`config.mk`:
```
export PLATFORM = sky130hd
export DESIGN_NAME = leaf_stream_packetizer
export DESIGN_NICKNAME = d
export VERILOG_FILES = /design/src/rtl/leaf_stream_packetizer.sv
export SDC_FILE = /design/constraint.sdc
export NUM_CORES = 1
export LEC_CHECK = 0
export CAP_MARGIN = 20
export CELL_PAD_IN_SITES_DETAIL_PLACEMENT = 1
export CELL_PAD_IN_SITES_GLOBAL_PLACEMENT = 2
export CORE_MARGIN = 5
export CORE_UTILIZATION = 22
export CTS_CLUSTER_DIAMETER = 40
export DETAILED_ROUTE_END_ITERATION = 8
export PLACE_DENSITY = 0.71
export SLEW_MARGIN = 20
export SYNTH_ARGS = -nofsm -noshare
export SYNTH_HDL_FRONTEND = slang
export SYNTH_SLANG_ARGS = --single-unit
export TNS_END_PERCENT = 20
```
`constraint.sdc`:
```
create_clock -name clk -period 3.4 [get_ports clk]
set_input_delay 0.68 -clock clk [delete_from_list [all_inputs] [get_ports clk]]
set_output_delay 0.68 -clock clk [all_outputs]
set_load 0.1 [all_outputs]
```
`src/rtl/leaf_stream_packetizer.sv`:
```
// Leaf stream packetizer: wraps user stream words into BFT packets
// with destination leaf/port, rolling address and credit flow control.
module leaf_stream_packetizer #(
   parameter int PACKET_BITS           = 49,
   parameter int PAYLOAD_BITS          = 32,
   parameter int NUM_LEAF_BITS         = 5,
   parameter int NUM_PORT_BITS         = 4,
   parameter int NUM_ADDR_BITS         = 7,
   parameter int FREESPACE_INIT        = 128,
   parameter int FREESPACE_UPDATE_SIZE = 64
) (
   input  logic                     clk,
   input  logic                     reset,
   input  logic                     ap_start,
   input  logic [NUM_LEAF_BITS-1:0] dest_leaf,
   input  logic [NUM_PORT_BITS-1:0] dest_port,
   input  logic [PAYLOAD_BITS-1:0]  din_TDATA,
   input  logic                     din_TVALID,
   output logic                     din_TREADY,
   output logic [PACKET_BITS-1:0]   dout_leaf_interface2bft,
   input  logic                     dout_ready,
   input  logic                     credit_vld,
   input  logic [NUM_ADDR_BITS:0]   credit_amt,
   output logic [NUM_ADDR_BITS:0]   credits,
   output logic                     overflow_err
);

   localparam int CW = NUM_ADDR_BITS + 1;
   localparam logic [CW:0] CRED_MAX = (CW+1)'(FREESPACE_INIT);

   typedef enum logic [1:0] {IDLE, RUN, NOCRED} state_t;

   state_t                     state_q, state_d;
   logic [NUM_LEAF_BITS-1:0]   leaf_q;
   logic [NUM_PORT_BITS-1:0]   port_q;
   logic [NUM_ADDR_BITS-1:0]   addr_q;
   logic [CW-1:0]              cred_q, cred_d;
   logic                       ovf_q, ovf_d;
   logic [PACKET_BITS-1:0]     pkt_q, pkt_d;
   logic [CW:0]                sum;
   logic                       hs;
   logic                       ret;

   assign hs  = din_TVALID & din_TREADY;
   assign ret = credit_vld & (credit_amt != '0);

   assign dout_leaf_interface2bft = pkt_q;
   assign credits                 = cred_q;
   assign overflow_err            = ovf_q;

   // FSM state register
   always_ff @(posedge clk) begin
      if (reset) state_q <= IDLE;
      else       state_q <= state_d;
   end

   // FSM next state: leave RUN only when the last credit is consumed
   always_comb begin
      state_d = state_q;
      unique case (state_q)
         IDLE:    if (ap_start) state_d = RUN;
         RUN:     if (hs && cred_d == '0) state_d = NOCRED;
         NOCRED:  if (ret) state_d = RUN;
         default: state_d = IDLE;
      endcase
   end

   // FSM output: accept only with credit and a free output slot
   always_comb begin
      din_TREADY = (state_q == RUN) && (cred_q != '0) &&
                   (!pkt_q[PACKET_BITS-1] || dout_ready);
   end

   // Credit update with saturation and sticky overflow flag
   always_comb begin
      sum = {1'b0, cred_q} - (CW+1)'(hs)
            + (credit_vld ? {1'b0, credit_amt} : '0);
      ovf_d = ovf_q;
      if (sum > CRED_MAX) begin
         cred_d = CW'(FREESPACE_INIT);
         ovf_d  = 1'b1;
      end else begin
         cred_d = sum[CW-1:0];
      end
   end

   // Output packet: load on handshake, drop valid once consumed
   always_comb begin
      pkt_d = pkt_q;
      if (hs)
         pkt_d = {1'b1, leaf_q, port_q, addr_q, din_TDATA};
      else if (dout_ready)
         pkt_d[PACKET_BITS-1] = 1'b0;
   end

   // Datapath registers
   always_ff @(posedge clk) begin
      if (reset) begin
         pkt_q  <= '0;
         leaf_q <= '0;
         port_q <= '0;
         addr_q <= '0;
         cred_q <= CW'(FREESPACE_INIT);
         ovf_q  <= 1'b0;
      end else begin
         pkt_q  <= pkt_d;
         cred_q <= cred_d;
         ovf_q  <= ovf_d;
         if (state_q == IDLE && ap_start) begin
            leaf_q <= dest_leaf;
            port_q <= dest_port;
         end
         if (hs) addr_q <= addr_q + NUM_ADDR_BITS'(1);
      end
   end

endmodule

```
======== After elaboration in Yosys (flattened, before gate mapping) ========
Cells that the tools add are included.
word-level totals
  bits in registers ....................... 76
  input port bits ......................... 55
  output and inout bits ................... 59
operators by class
  add/subtract/negate cells ............... 3
  order comparisons ....................... 1
  eq/ne operators ......................... 5
  muxes and demuxes ....................... 8
  bitwise logic cells ..................... 2
  reductions and logical operators ........ 12
operator list
  kind                                                number
  two-way mux 8 bit                                   2
  nonzero test 8 bit                                  2
  adder 9 x 8 -> 9 bit                                1
  > comparator 9 x 8 -> 1 bit, second input constant  1
  subtractor 8 x 1 -> 9 bit                           1
  zero test 8 bit                                     1
  adder 7 x 1 -> 7 bit, second input constant         1
  two-way mux 2 bit                                   3
  != test 2 bit, second input constant                3
  one-hot mux 2 bit (3 select lines)                  1
  logical AND 1 bit                                   4
  AND reduction 3 bit                                 1
  bitwise AND 1 bit                                   2
  == test 2 x 1 -> 1 bit, second input constant       1
  == test 2 bit, second input constant                1
  zero test 2 bit                                     1
  two-way mux 1 bit                                   2
  nonzero test 2 bit                                  1
  zero test 1 bit                                     1
  logical OR 1 bit                                    1

======== Logic depth before layout (Yosys ltp) ========
  depth in word-level cells ............... 12
  gate-level depth with buffers ........... 17
  gate-level depth less buffers ........... 15

======== Worst setup path after synthesis ========
Ideal clock, no wire load.
  path kind ............................... reg-to-reg
  start ................................... register cred_q[5] (netlist: credits[5])
  end ..................................... register state_q[1]
  arrival ................................. 5.292 ns
  slack ................................... -2.006 ns
  stages on the path, launching flop included .. 17
  clock period less this slack ............ 5.406 ns
  path through ............................ dfxtp_1 -> nor4_1 -> a211oi_2 -> nand2_2 -> clkinv_2 -> clkbuf_1 -> ha_1 -> inv_1 -> ha_1 -> inv_1 -> fa_1 -> and2b_1 -> o211ai_2 -> a32oi_1 -> xor2_1 -> and4b_1 -> o21a_1
on the way
  longest elaborated chain between the ends .. 12
ends and longest elaborated chain
  item                                      line  source
  from (decl)                               37    logic [CW-1:0] cred_q, cred_d;
  from (signal assigned)                    103   cred_q <= CW'(FREESPACE_INIT);
  from (signal assigned)                    107   cred_q <= cred_d;
  nonzero test 8 bit (*)                    70    din_TREADY = (state_q == RUN) && (cred_q != '0) &&
  logical AND 1 bit (*) (2 in a row)        70
  net din_TREADY                            19    output logic din_TREADY,
  bitwise AND 1 bit (*)                     44    assign hs = din_TVALID & din_TREADY;
  net hs                                    41    logic hs;
  subtractor 8 x 1 -> 9 bit                 76    sum = {1'b0, cred_q} - (CW+1)'(hs)
  adder 9 x 8 -> 9 bit                      77    + (credit_vld ? {1'b0, credit_amt} : '0);
  > comparator 9 x 8 -> 1 bit               79    if (sum > CRED_MAX) begin
  two-way mux 8 bit                         79
  zero test 8 bit                           62    RUN: if (hs && cred_d == '0) state_d = NOCRED;
  logical AND 1 bit (*)                     62
  != test 2 bit (no source line) (*)        n/a
  AND reduction 3 bit (no source line) (*)  n/a
  to (signal assigned)                      54    else state_q <= state_d;
  to (decl)                                 33    state_t state_q, state_d;
The timed path passes the listed nets; every way through them passes the cells marked *.
A chain may end at the register's enable or synchronous reset.

======== Final worst setup path ========
  start ................................... input port credit_vld
  end ..................................... register ovf_q (netlist: overflow_err)
on the way
  longest elaborated chain between the ends .. 3
ends and longest elaborated chain
  item                         line  source
  from (decl)                  22    input logic credit_vld,
  two-way mux 8 bit            77
  adder 9 x 8 -> 9 bit         77
  > comparator 9 x 8 -> 1 bit  79
  to (signal assigned)         108   ovf_q <= ovf_d;
  to (decl)                    38    logic ovf_q, ovf_d;
No other way between the ends.

==> results <==
- After technology mapping, the gate count stands at 410.
- The number of failing setup endpoints in the final timing report is 0.
- Setup repair after global routing left no endpoint under its margin.
- The global-route wire length before repair is 16.7 mm.
- Across all setup checks in the final design, the least slack found is 0.221 ns.
- The worst setup path is captured at a flip-flop.
- The routed layout has 3095 vias.
- Pin placement for this block handled 114 I/O pins.
- For this run, asynchronously set or reset flops after synthesis account for 0%.
- The critical path contains buffers and inverters numbering 3 combined.
- The class of the most critical hold timing path is reg -> reg.
- The type of element launching the critical path is an input pin.
- Across the run, the number of max-cap violations was 0.
- The number of clock buffers added by TritonCTS is 9.
- The netlist area before placement is 3260 um^2.
- Of the cells placed in the final design, the portion with a size suffix greater than 1 is 14.9%.
- The critical path is of the in -> reg type.
- The power density of the placed cells is 705 nW/um^2.
- The internal power of the cells totals 2.10 mW.
- The synthesized area per cell is 7.95 um^2.
- The most frequently used flop master after synthesis is dfxtp_1.
- In this run, the number of DRC markers left after iteration 0 of detailed routing was 108.
- The number of setup buffers added after CTS is 0.
- In this run, synthesis produced a sequential element count of 76.
- Input and output buffers added on the ports amount to 113.
- The number of synthesized flops with an enable pin is 0.
- The clock root buffer master is clkbuf_16.
- The number of hold buffers added after CTS was 0.
- The clock slew at the register clock pins of the worst setup and hold paths is 0.06 ns.
- In the final routed layout, each cell accounts on average for 14.4 um.
- Per report_power, the combinational group accounts for 42.3% of the total.
- The delay of the slowest cell on the worst path is 0.47 ns.
- The worst-skew pair later-pin latency is 0.33 ns.
- The synthesized netlist contains 48 unique library cells.
- The headroom to the max-slew limit is 33.0%.
- The cell repeated most along the worst path is ha_1.
- Data on the critical path is required at its endpoint by 3.62 ns.
- The count of H-tree levels built during CTS is 3.
- The proportion of power drawn by the clock network is 27.7%.
- The number of iterations in the first detailed-routing pass is 4.
- Of all nets on the critical path, the largest fanout is 8.
- At the placement stage, the worst setup path has a slack of -0.404 ns.
- The most area-hungry cell type in the Yosys netlist is dfxtp_1.
- The final global-route overflow total is 0.
- The global-route usage over all layers is 11.8%.
- 0 antenna diodes ended up in the layout.
- At the pin with the least slew margin, the transition time is 1.00 ns.
- The count of clock tree sinks is 76.
- Leaving out fill and tap cells, the most frequent cells in the layout are nand2_1 (129), clkdlybuf4s50_1 (85), dfxtp_1 (67).
- The number of nets with antenna violations after routing is 0.
- Sorting the synthesized cells by area gives the leading types as dfxtp_1 (47%), nand2_1 (15%), a21oi_1 (9.5%), ha_1 (6.5%), inv_1 (3.2%).
- The horizontal extent of the die is 132 um.
- The post-synthesis to final-layout area growth is 53.1%.
- The die span in y is 132 um.
- For this configuration, the core starts out at a cell density of 22.4%.
- Based on the critical path, the design can be clocked at up to 0.315 GHz.
- Of the total power, the share spent switching nets is 40.2%.
- The cell family contributing the most delay on the critical path is compound AO/OA/AOI/OAI gates.
- After layout, the design draws a total of 3.52 mW.
- Adding up every negative setup slack in the final design gives 0 ns.
- The relative contribution of sequential cells to total power is 30.0%.
- The fraction of post-synthesis cell area in the top cell type by area is 46.7%.
- The final period utilization is 93.5%.
- The total die area is 17400 um^2.
- The placer's final routability congestion estimate is 0.780.
- The worst ir drop on vdd is 0.000363 V.
- The final core area utilization is 34.4%.
- The number of buffers between clock root and the deepest sink is 2.
- TritonCTS built the clock tree.
- The initial antenna violation count is 0.
- In the final design database the tool counted 599 nets.
- For this run, design rule violations remaining after detail routing come to 0.
- The number of nets handed over by synthesis was 483.
- The arrival time at the worst endpoint is 3.40 ns.
- The signal on the critical path passes through clkdlybuf4s50_1 > buf_4 > nand2_1 > ha_1 > inv_1 > ha_1 > a211oi_2 > nor2_1 > xor2_1 > nor3_1 > a21boi_2 > o31a_1.
- The final hold violation count is 0.
- In this run the static leakage power is 1.92 nW.
- The clock arrives with 0.00419 ns of skew.
- The flow ran to the end, and the final reports show no timing, DRC or antenna violations.
- Summed over all layers, the routed wires come to 10.3 mm.
- The HPWL after detailed placement is 7.50 mm.
- The pin count of the biggest net entering global routing is 59.
- The number of global-route vias before repair is 3166.
- Dividing the detail-routed via count by the number of cells gives 4.33.
- The number of core rows is 44.
- The max-slew violation count is 0.
- During synthesis, Yosys emitted a total of 0 warnings.
- The slowest library cell on the worst path is clkdlybuf4s50_1.
- The library cell used most frequently in the layout, excluding fill and tap cells, is nand2_1.
- For the finished layout, the period the worst path requires is 3.18 ns.
- The analysis attributes to net switching a power of 1.42 mW.
- The area inside the core boundary is 14500 um^2.
- The sequential share of the synthesized area is 46.7%.
## path summary, 6_finish.rpt
check,start,endpoint,slack [ns],cells after the start
max,credit_vld,overflow_err$_SDFFE_PP0P_,0.22,12
min reg2reg,dout_leaf_interface2bft[24]$_SDFFE_PP0P_,dout_leaf_interface2bft[24]$_SDFFE_PP0P_,0.46,2
min,dout_leaf_interface2bft[24]$_SDFFE_PP0P_,dout_leaf_interface2bft[24]$_SDFFE_PP0P_,0.46,2
max reg2reg,credits[1]$_SDFF_PP0_,credits[5]$_SDFF_PP0_,0.26,16
## synth_stat cells (3+ instances only)
cell and number:
nand2_1 129, inv_1 28, buf_1 4, dfxtp_1 76
a21oi_1 62, nor3_1 6, nor3b_1 4, xor2_1 8
o21ai_1 3, clkbuf_1 15, ha_1 17, nor2_1 13
o211ai_1 3
## flip-flops by register name, indices dropped and copies added (netlist names)
signal	cells
addr_q	7
state_q	2
overflow_err	1
dout_leaf_interface2bft	49
leaf_q	5
port_q	4
credits	8
## cell families (layout without fill, tap and decap cells)
group / Yosys count / count (layout) / synth area share (%)
simple gates: 173 / 173 / 22.8
compound gates: 83 / 83 / 14.9
flops: 76 / 76 / 46.7
buf+inv: 50 / 171 / 5.87
fa+ha+maj: 18 / 18 / 7.14
xor+xnor: 10 / 10 / 2.69
## tightest hold or removal path, cell delays in order, from the launching register on
cell	delay [ns]
dfxtp_1	0.30
nand2_1	0.05
a21oi_1	0.05
## power by group through the flow
stage | clock network (mW) | logic [mW] | registers [mW]
floorplan | 0 | 0.607 | 1.52
global placement | 0 | 1.46 | 1.07
detailed placement | 0 | 1.49 | 1.07
CTS | 1.02 | 1.51 | 1.06
global route | 1.06 | 1.60 | 1.07
finish | 0.975 | 1.49 | 1.06
## metrics by stage
| step | cell area [um^2] | std cells | hold slack, ns |
|---|---|---|---|
| after floorplan | 3360 | 410 | 0.432 |
| after global placement | 4670 | 699 | 0.436 |
| after detailed placement | 4670 | 699 | 0.451 |
| after CTS | 4980 | 715 | 0.459 |
| after global routing | 4990 | 715 | 0.477 |
| final | 4990 | 715 | 0.455 |
## layer usage
| metal | up-vias | track usage (%) | routed length, um |
|---|---|---|---|
| li1 | 1570 | - | - |
| met1 | 1451 | 14.8 | 4850 |
| met2 | 66 | 19.4 | 4860 |
| met3 | 8 | 4.35 | 479 |
| met4 | 0 | 2.74 | 98 |
| met5 | - | 0 | 0 |
## final cells by class
| type | count | area (um^2) |
|---|---|---|
| clock buffers | 13 | 262 |
| clock inverters | 3 | 43.8 |
| fillers | 1729 | 9540 |
| inverters | 29 | 114 |
| multi-input cells | 284 | 1620 |
| flip-flops and latches | 76 | 1560 |
| well taps | 184 | 230 |
| repair buffers | 126 | 1170 |
## timing repair
item	CTS	global route
endpoints found under the setup margin	10	11
pin swaps	2	5
gates resized for setup	2	2
No activity file was read; power rests on OpenSTA's default activity.
